`src/rtl/usr_serial_deser.sv`:
```
// Serial-to-parallel receiver for a universal shift register bitstream.
// Strobed bits are assembled MSB- or LSB-first and queued in a 2-entry FIFO.
module usr_serial_deser #(
    parameter int WIDTH = 4
) (
    input  logic             clk,
    input  logic             rst,
    input  logic             sin,
    input  logic             sin_valid,
    input  logic             msb_first,
    input  logic             flush,
    output logic [WIDTH-1:0] dout,
    output logic             dout_valid,
    input  logic             dout_ready,
    output logic             busy,
    output logic [1:0]       level,
    output logic             overrun,
    input  logic             clr_ovr
);

    localparam int CW = (WIDTH > 2) ? $clog2(WIDTH) : 1;
    localparam logic [CW-1:0] LAST = CW'(WIDTH - 1);

    typedef enum logic {
        IDLE  = 1'b0,
        SHIFT = 1'b1
    } state_t;

    state_t          state_r;
    logic            dir_r;
    logic [CW-1:0]   cnt_r;
    logic [WIDTH-1:0] sh_r;
    logic [WIDTH-1:0] head_r;
    logic [WIDTH-1:0] tail_r;
    logic [1:0]      level_r;
    logic            overrun_r;

    logic            dir_s;
    logic [WIDTH-1:0] word_s;
    logic            push_s;
    logic            pop_s;

    // Next assembled word; the first bit of a word uses the live msb_first input.
    always_comb begin
        dir_s  = dir_r;
        word_s = sh_r;
        if (state_r == IDLE) begin
            dir_s = msb_first;
        end else begin
            dir_s = dir_r;
        end
        if (dir_s) begin
            word_s = {sh_r[WIDTH-2:0], sin};
        end else begin
            word_s = {sin, sh_r[WIDTH-1:1]};
        end
        push_s = sin_valid & ~flush & (state_r == SHIFT) & (cnt_r == LAST);
        pop_s  = (level_r != 2'd0) & dout_ready;
    end

    // Bit-collection FSM; flush outranks an incoming bit.
    always_ff @(posedge clk or posedge rst) begin
        if (rst) begin
            state_r <= IDLE;
            dir_r   <= 1'b0;
            cnt_r   <= CW'(0);
            sh_r    <= {WIDTH{1'b0}};
        end else if (flush) begin
            state_r <= IDLE;
            cnt_r   <= CW'(0);
            sh_r    <= {WIDTH{1'b0}};
        end else if (sin_valid) begin
            case (state_r)
                IDLE: begin
                    dir_r   <= msb_first;
                    sh_r    <= word_s;
                    cnt_r   <= CW'(1);
                    state_r <= SHIFT;
                end
                SHIFT: begin
                    if (cnt_r == LAST) begin
                        sh_r    <= {WIDTH{1'b0}};
                        cnt_r   <= CW'(0);
                        state_r <= IDLE;
                    end else begin
                        sh_r  <= word_s;
                        cnt_r <= cnt_r + CW'(1);
                    end
                end
                default: begin
                    state_r <= IDLE;
                    cnt_r   <= CW'(0);
                    sh_r    <= {WIDTH{1'b0}};
                end
            endcase
        end else begin
            state_r <= state_r;
        end
    end

    // Two-entry FIFO kept as head/tail registers; empty slots hold zero so dout is 0 when empty.
    always_ff @(posedge clk or posedge rst) begin
        if (rst) begin
            head_r    <= {WIDTH{1'b0}};
            tail_r    <= {WIDTH{1'b0}};
            level_r   <= 2'd0;
            overrun_r <= 1'b0;
        end else begin
            case ({push_s, pop_s})
                2'b11: begin
                    if (level_r == 2'd2) begin
                        head_r <= tail_r;
                        tail_r <= word_s;
                    end else begin
                        head_r <= word_s;
                    end
                end
                2'b01: begin
                    head_r  <= tail_r;
                    tail_r  <= {WIDTH{1'b0}};
                    level_r <= level_r - 2'd1;
                end
                2'b10: begin
                    if (level_r == 2'd0) begin
                        head_r  <= word_s;
                        level_r <= 2'd1;
                    end else if (level_r == 2'd1) begin
                        tail_r  <= word_s;
                        level_r <= 2'd2;
                    end else begin
                        level_r <= level_r;
                    end
                end
                default: begin
                    level_r <= level_r;
                end
            endcase
            if (push_s && !pop_s && (level_r == 2'd2)) begin
                overrun_r <= 1'b1;
            end else if (clr_ovr) begin
                overrun_r <= 1'b0;
            end else begin
                overrun_r <= overrun_r;
            end
        end
    end

    assign dout       = head_r;
    assign dout_valid = (level_r != 2'd0);
    assign level      = level_r;
    assign overrun    = overrun_r;
    assign busy       = (state_r == SHIFT);

endmodule

```
`config.mk`:
```
export PLATFORM = sky130hd
export DESIGN_NAME = usr_serial_deser
export DESIGN_NICKNAME = d
export VERILOG_FILES = /design/src/rtl/usr_serial_deser.sv
export SDC_FILE = /design/constraint.sdc
export NUM_CORES = 1
export LEC_CHECK = 0
export CAP_MARGIN = 0
export CORE_MARGIN = 2
export CORE_UTILIZATION = 53
export DETAILED_ROUTE_END_ITERATION = 7
export GPL_ROUTABILITY_DRIVEN = 1
export PLACE_DENSITY = 0.78
export RECOVER_POWER = 25
export SYNTH_ARGS = -nofsm -noshare
export SYNTH_HDL_FRONTEND = slang
export SYNTH_SLANG_ARGS = --single-unit
```
`constraint.sdc`:
```
create_clock -name clk -period 2.6 [get_ports clk]
set_input_delay 0.52 -clock clk [delete_from_list [all_inputs] [get_ports clk]]
set_output_delay 0.52 -clock clk [all_outputs]
set_load 0.005 [all_outputs]
```
== Yosys cells after proc, flatten, opt, wreduce, memory -nomap -nowiden ==
Index checks and enable logic that the tools add are counted.

* Bits in registers: 19
* Output and inout bits: 9
* Input bits: 8
* Logic and storage cells: 66

* $add $sub $neg: 2
* Multiplexer cells: 26
* Equal/unequal tests: 11
* Bitwise logic cells: 6
* Reductions and logical operators: 13

{| class="wikitable"
|+ Operators with widths
! kind !! number
|-
| $mux 4 || 9
|-
| $pmux 4 s3 || 2
|-
| $mux 2 || 5
|-
| $eq 2x2->1 const B || 4
|-
| $ne 2x2->1 const B || 4
|-
| $pmux 2 s2 || 2
|-
| $pmux 4 s2 || 1
|-
| $reduce_bool 2->1 || 4
|-
| $mux 1 || 6
|-
| $reduce_and 2->1 || 3
|-
| $and 1x1->1 || 4
|-
| $eq 2x1->1 const B || 2
|-
| $reduce_and 4->1 || 1
|-
| $ne 3x3->1 const B || 1
|-
| $reduce_bool 3->1 || 1
|-
| $add 2x1->2 const B || 1
|-
| $logic_and 1x1->1 || 2
|-
| $logic_not 2->1 || 1
|-
| $not 1->1 || 2
|-
| $pmux 1 s2 || 1
|-
| $sub 2x1->2 const B || 1
|-
| $logic_not 1->1 || 1
|}

== Logic depth before layout (Yosys ltp) ==
* Depth after elaboration: 7
* Gate-level depth with buffers: 9
* Gate-level depth less buffers: 9

== Worst setup path before layout ==
Ideal clock, no wire load.

* Path kind: input -> register
* Start point: input flush
* End point: register tail_r[0]
* Cell stages on the path: 8
* Library setup time: 0.121 ns
* Buffers on the path: 2
* Arrival: 1.995 ns
* Data required time: 2.479 ns
* Setup slack: 0.484 ns
* Cell sequence: buf_2 -> nand4b_1 -> ha_1 -> buf_2 -> nor2_1 -> o221ai_1 -> nor2_1 -> a22o_1

* Word-level cells in the longest chain between the ends: 7
* Elaborated cells on any way between the ends: 13
* Those cells by class: 6 x eq/ne; 1 x mux; 4 x bitwise; 2 x reduce/logical

{| class="wikitable"
|+ RTL lines
! element !! RTL line !! source
|-
| start: declaration || 11 || <nowiki>input logic flush,</nowiki>
|-
| $not 1->1 (no line) (*) || n/a ||
|-
| $and 1x1->1 (*) (3 in a row) || 57 || <nowiki>push_s = sin_valid & ~flush & (state_r == SHIFT) & (cnt_r == LAST);</nowiki>
|-
| $eq 2x2->1 or $eq 2x1->1 (tied branches) || 109 || <nowiki>case ({push_s, pop_s})</nowiki>
|-
| $ne 2x2->1 (no line) or $reduce_bool 3->1 (tied branches) || n/a ||
|-
| $reduce_and 4->1 (no line) || n/a ||
|-
| end signal: assignment || 105 || <nowiki>tail_r <= {WIDTH{1'b0}};</nowiki>
|-
| end signal: assignment || 113 || <nowiki>tail_r <= word_s;</nowiki>
|-
| end signal: assignment || 120 || <nowiki>tail_r <= {WIDTH{1'b0}};</nowiki>
|-
| end: declaration || 34 || <nowiki>logic [WIDTH-1:0] tail_r;</nowiki>
|}

Mark *: on every way between the ends. The rest lies on a longest branch, timed or not.
A chain may end at the register's enable or synchronous reset.

== Final worst setup path ==
* Start point: register level_r[0], in the netlist level[0]
* End point: register tail_r[2]

* Word-level cells in the longest chain between the ends: 5
* Elaborated cells on any way between the ends: 14
* Those cells by class: 8 x eq/ne; 1 x mux; 1 x bitwise; 4 x reduce/logical

{| class="wikitable"
|+ RTL lines
! element !! RTL line !! source
|-
| start: declaration || 35 || <nowiki>logic [1:0] level_r;</nowiki>
|-
| start signal: assignment || 121 || <nowiki>level_r <= level_r - 2'd1;</nowiki>
|-
| start signal: assignment || 131 || <nowiki>level_r <= level_r;</nowiki>
|-
| start signal: assignment || 135 || <nowiki>level_r <= level_r;</nowiki>
|-
| $reduce_bool 2->1 || 58 || <nowiki>pop_s = (level_r != 2'd0) & dout_ready;</nowiki>
|-
| $and 1x1->1 || 58 ||
|-
| $eq 2x2->1 or $eq 2x1->1 (tied branches) || 109 ||
|-
| $ne 2x2->1 (no line) or $reduce_bool 3->1 (tied branches) || n/a ||
|-
| $reduce_and 4->1 (no line) || n/a ||
|}

Parallel ways exist; a longest one is shown, timed or not.

==> key figures <==
Outcome
  – Status: completed

GRT
  – Largest net degree at the start of global routing: 20
  – Initial antenna violation count: 0
  – Total track usage: 21.3%
  – First-pass GRT wire length: 4.23 mm
  – Vias in the first global route: 945
  – Gr ovfl total: 0

Die
  – Ports: 17
  – Die height: 52.1 um
  – Area of the die: 2710 um^2
  – Die width: 52.1 um
  – Core Footprint: 2190 um^2
  – Floorplan row count: 17
  – Starting density of the core: 55.9%

STA
  – Unrepaired setup endpoints after global routing: false
  – Final Max Slew Viols: 0
  – Final Cycle Share: 86.7%
  – Slew at the pin closest to its max-slew limit: 0.700 ns
  – Fmax: 0.444 GHz
  – Clock skew: 0.0140 ns
  – Hold_ws: 0.542 ns
  – Slew margin rel.: 53.3%
  – Post-layout min period: 2.25 ns
  – Setup slack after layout: 0.347 ns
  – # setup viols final: 0
  – Setup TNS: 0 ns
  – Fin. Hold Viols: 0

Power and ir drop
  – Leak pwr: 0.624 nW
  – Final Power: 1.08 mW
  – VDD IR max: 0.433 mV
  – Pwr per Cell Area: 750 nW/um^2

Drt
  – Pre-antenna DRT Iters: 4
  – DR top layer: met4
  – Vias: 981
  – Number of routed nets with antenna violations: 0
  – M1 WL: 1.13 mm
  – Residual DRC count: 0
  – Per-cell routed wire length: 13.2 um
  – Drt via density: 5.57
  – DR iter-0 viols: 22
  – Met3 wire length: 98 um
  – WL met2: 1.06 mm
  – Total wire length: 2.33 mm

Clock network
  – Clock sink count: 19
  – Worst-path clk slew: 0.12 ns
  – TritonCTS clock tree: built
  – CTS max path bufs: 2
  – TritonCTS Buffers: 3
  – Clk root buf: clkbuf_4
  – H-tree depth: 1
  – Worst-skew pair later-pin latency: 0.31 ns
  – Hold buffers post-CTS: 0

Synth
  – Synth Instances: 131
  – Ys Warns: 0
  – Synth Register Bits: 19
  – Register area share after synthesis: 38.8%
  – Post-synth net total: 148
  – Number of library cell types mapped by synthesis: 26
  – Syn Std Cell Area: 1220 um^2
  – Syn_area_per_cell: 9.35 um^2

Placement
  – Port bufs: 16
  – Worst slack, placed: 0.0722 ns
  – Detailed Place HPWL: 1.78 mm
  – GP Congestion: 0.849
  – Dpl cells: 172
  – Post-DP Area: 1410 um^2

Hold path
  – Hold path depth: 2
  – Hold Crit Class: reg -> reg
  – Sink of the worst hold path: overrun$_DFFE_PP0P_
  – Startpoint of the worst hold path: overrun$_DFFE_PP0P_

Flow run
  – Max cap viols: 0

Setup path
  – Worst Setup Start Kind: flip-flop
  – CP Class: reg -> reg
  – Worst setup EP type: flip-flop
  – Worst R2R End: tail_r[2]$_DFFE_PP0P_
  – Maximum fanout along the worst path: 11
  – Worst r2r path cells: 9
  – CP required: 2.86 ns
  – Reg2Reg Setup Slack: 0.35 ns
  – Critical path arrival: 2.51 ns
  – Reg2reg start: level[0]$_DFFE_PP0P_

Layout
  – Layout area overhead: 17.8%
  – Fin nets: 166
  – Layout Cells excl Fill: 176
  – Share of layout cells above drive strength 1: 15.5%
  – Post-route design area: 1440 um^2
  – Antenna cells: 0
  – Final core occ: 65.8%
sequential cells by signal (all words and copies together), names as in the netlist:
register and flops:
dout 4, sh_r 4, tail_r 4, cnt_r 2, level 2, busy 1, dir_r 1, overrun 1
critical path, stage by stage (launching register included):
cell	delay, ns
dfrtp_1	0.42
inv_1	0.11
ha_1	0.24
nor2b_1	0.22
inv_1	0.12
ha_1	0.34
nand2_1	0.12
o221ai_1	0.23
nor2_2	0.24
a22o_1	0.16
cells in the mapped netlist:
cell type / n / share of area [%]
dfrtp_1: 19 / 39
nor2_1: 16 / 4.9
nand3_1: 10 / 4.1
ha_1: 9 / 9.2
inv_1: 8 / 2.5
nand2_1: 8 / 2.5
a21oi_1: 7 / 2.9
nand2b_1: 6 / 3.1
o21ai_0: 6 / 2.5
mux2_4: 5 / 6.1
nor2b_1: 5 / 2.6
a22o_1: 4 / 2.9
a31o_2: 4 / 2.9
a31oi_1: 4 / 2.0
o211ai_2: 4 / 4.1
buf_2: 3 / 1.2
clkbuf_1: 3 / 0.92
and2_1: 2 / 1.0
buf_6: 1 / 0.92
mux2i_1: 1 / 0.82
mux2i_2: 1 / 1.1
nand4b_1: 1 / 0.72
o211ai_1: 1 / 0.61
o21ai_1: 1 / 0.41
o221ai_1: 1 / 0.72
xnor2_1: 1 / 0.72
cells by family (layout without fill, tap and decap cells):
family                     Yosys count  in the layout  share of synthesized area (%)
and+or+nand+nor                     48             48                           18.8
xor gates and xnor gates             1              1                          0.715
muxes                                7              7                           8.07
AOI/OAI and AO/OA                   32             32                           18.9
buffers and inverters               15             32                           5.52
DFF                                 19             19                           38.8
adders and majority gates            9              9                           9.19
worst max path at each step:
| stage | slack (ns) | endpoint | from | cells past startpoint |
|---|---|---|---|---|
| after CTS | 0.30 | tail_r[2]$_DFFE_PP0P_ | level[0]$_DFFE_PP0P_ | 9 |
| final | 0.35 | tail_r[2]$_DFFE_PP0P_ | level[0]$_DFFE_PP0P_ | 9 |
| after floorplan | 0.48 | tail_r[0]$_DFFE_PP0P_ | flush | 8 |
| after global routing | 0.03 | tail_r[2]$_DFFE_PP0P_ | level[0]$_DFFE_PP0P_ | 9 |
| after detailed placement | 0.07 | tail_r[2]$_DFFE_PP0P_ | dout_ready | 8 |
| after global placement | 0.20 | tail_r[1]$_DFFE_PP0P_ | dout_ready | 8 |
cell usage in the layout (no fill, tap or decap), drive strengths merged, types with 3 or more instances in the layout:
cell           synthesis  final
dfrtp                 19     19
nor2                  16     16
clkdlybuf4s50          0     15
nand3                 10     10
ha                     9      9
nand2                  8      8
inv                    8      8
a21oi                  7      7
o21ai                  7      7
nand2b                 6      6
mux2                   5      5
nor2b                  5      5
o211ai                 5      5
a31o                   4      4
a31oi                  4      4
a22o                   4      4
buf                    4      4
clkbuf                 3      3
metal layers:
layer,up-vias,GRT usage (%)
met5,-,0
met1,468,27.0
met2,21,33.5
li1,488,-
met4,0,8.77
met3,4,6.61
where the power goes:
group | total (mW) | internal [mW] | switching (mW)
sequential | 0.413 | 0.363 | 0.0493
combinational | 0.516 | 0.264 | 0.252
clock | 0.154 | 0.0575 | 0.0962
layout make-up:
cell class	count	area, um^2
Fill cell	183	748
Multi-Input combinational cell	97	684
Sequential cell	19	475
Timing Repair Buffer	20	190
Tap cell	28	35.0
Inverter	8	30.0
Clock buffer	3	22.5
Clock inverter	1	5.00
what timing repair did:
| action | CTS | global route |
|---|---|---|
| endpoints found under the setup margin | 0 | 4 |
| endpoints found under the hold margin | 0 | 0 |
| buffers inserted | 0 | 0 |
| gates resized for setup | 0 | 1 |
Note: power is estimated with default switching activity, not from simulation.
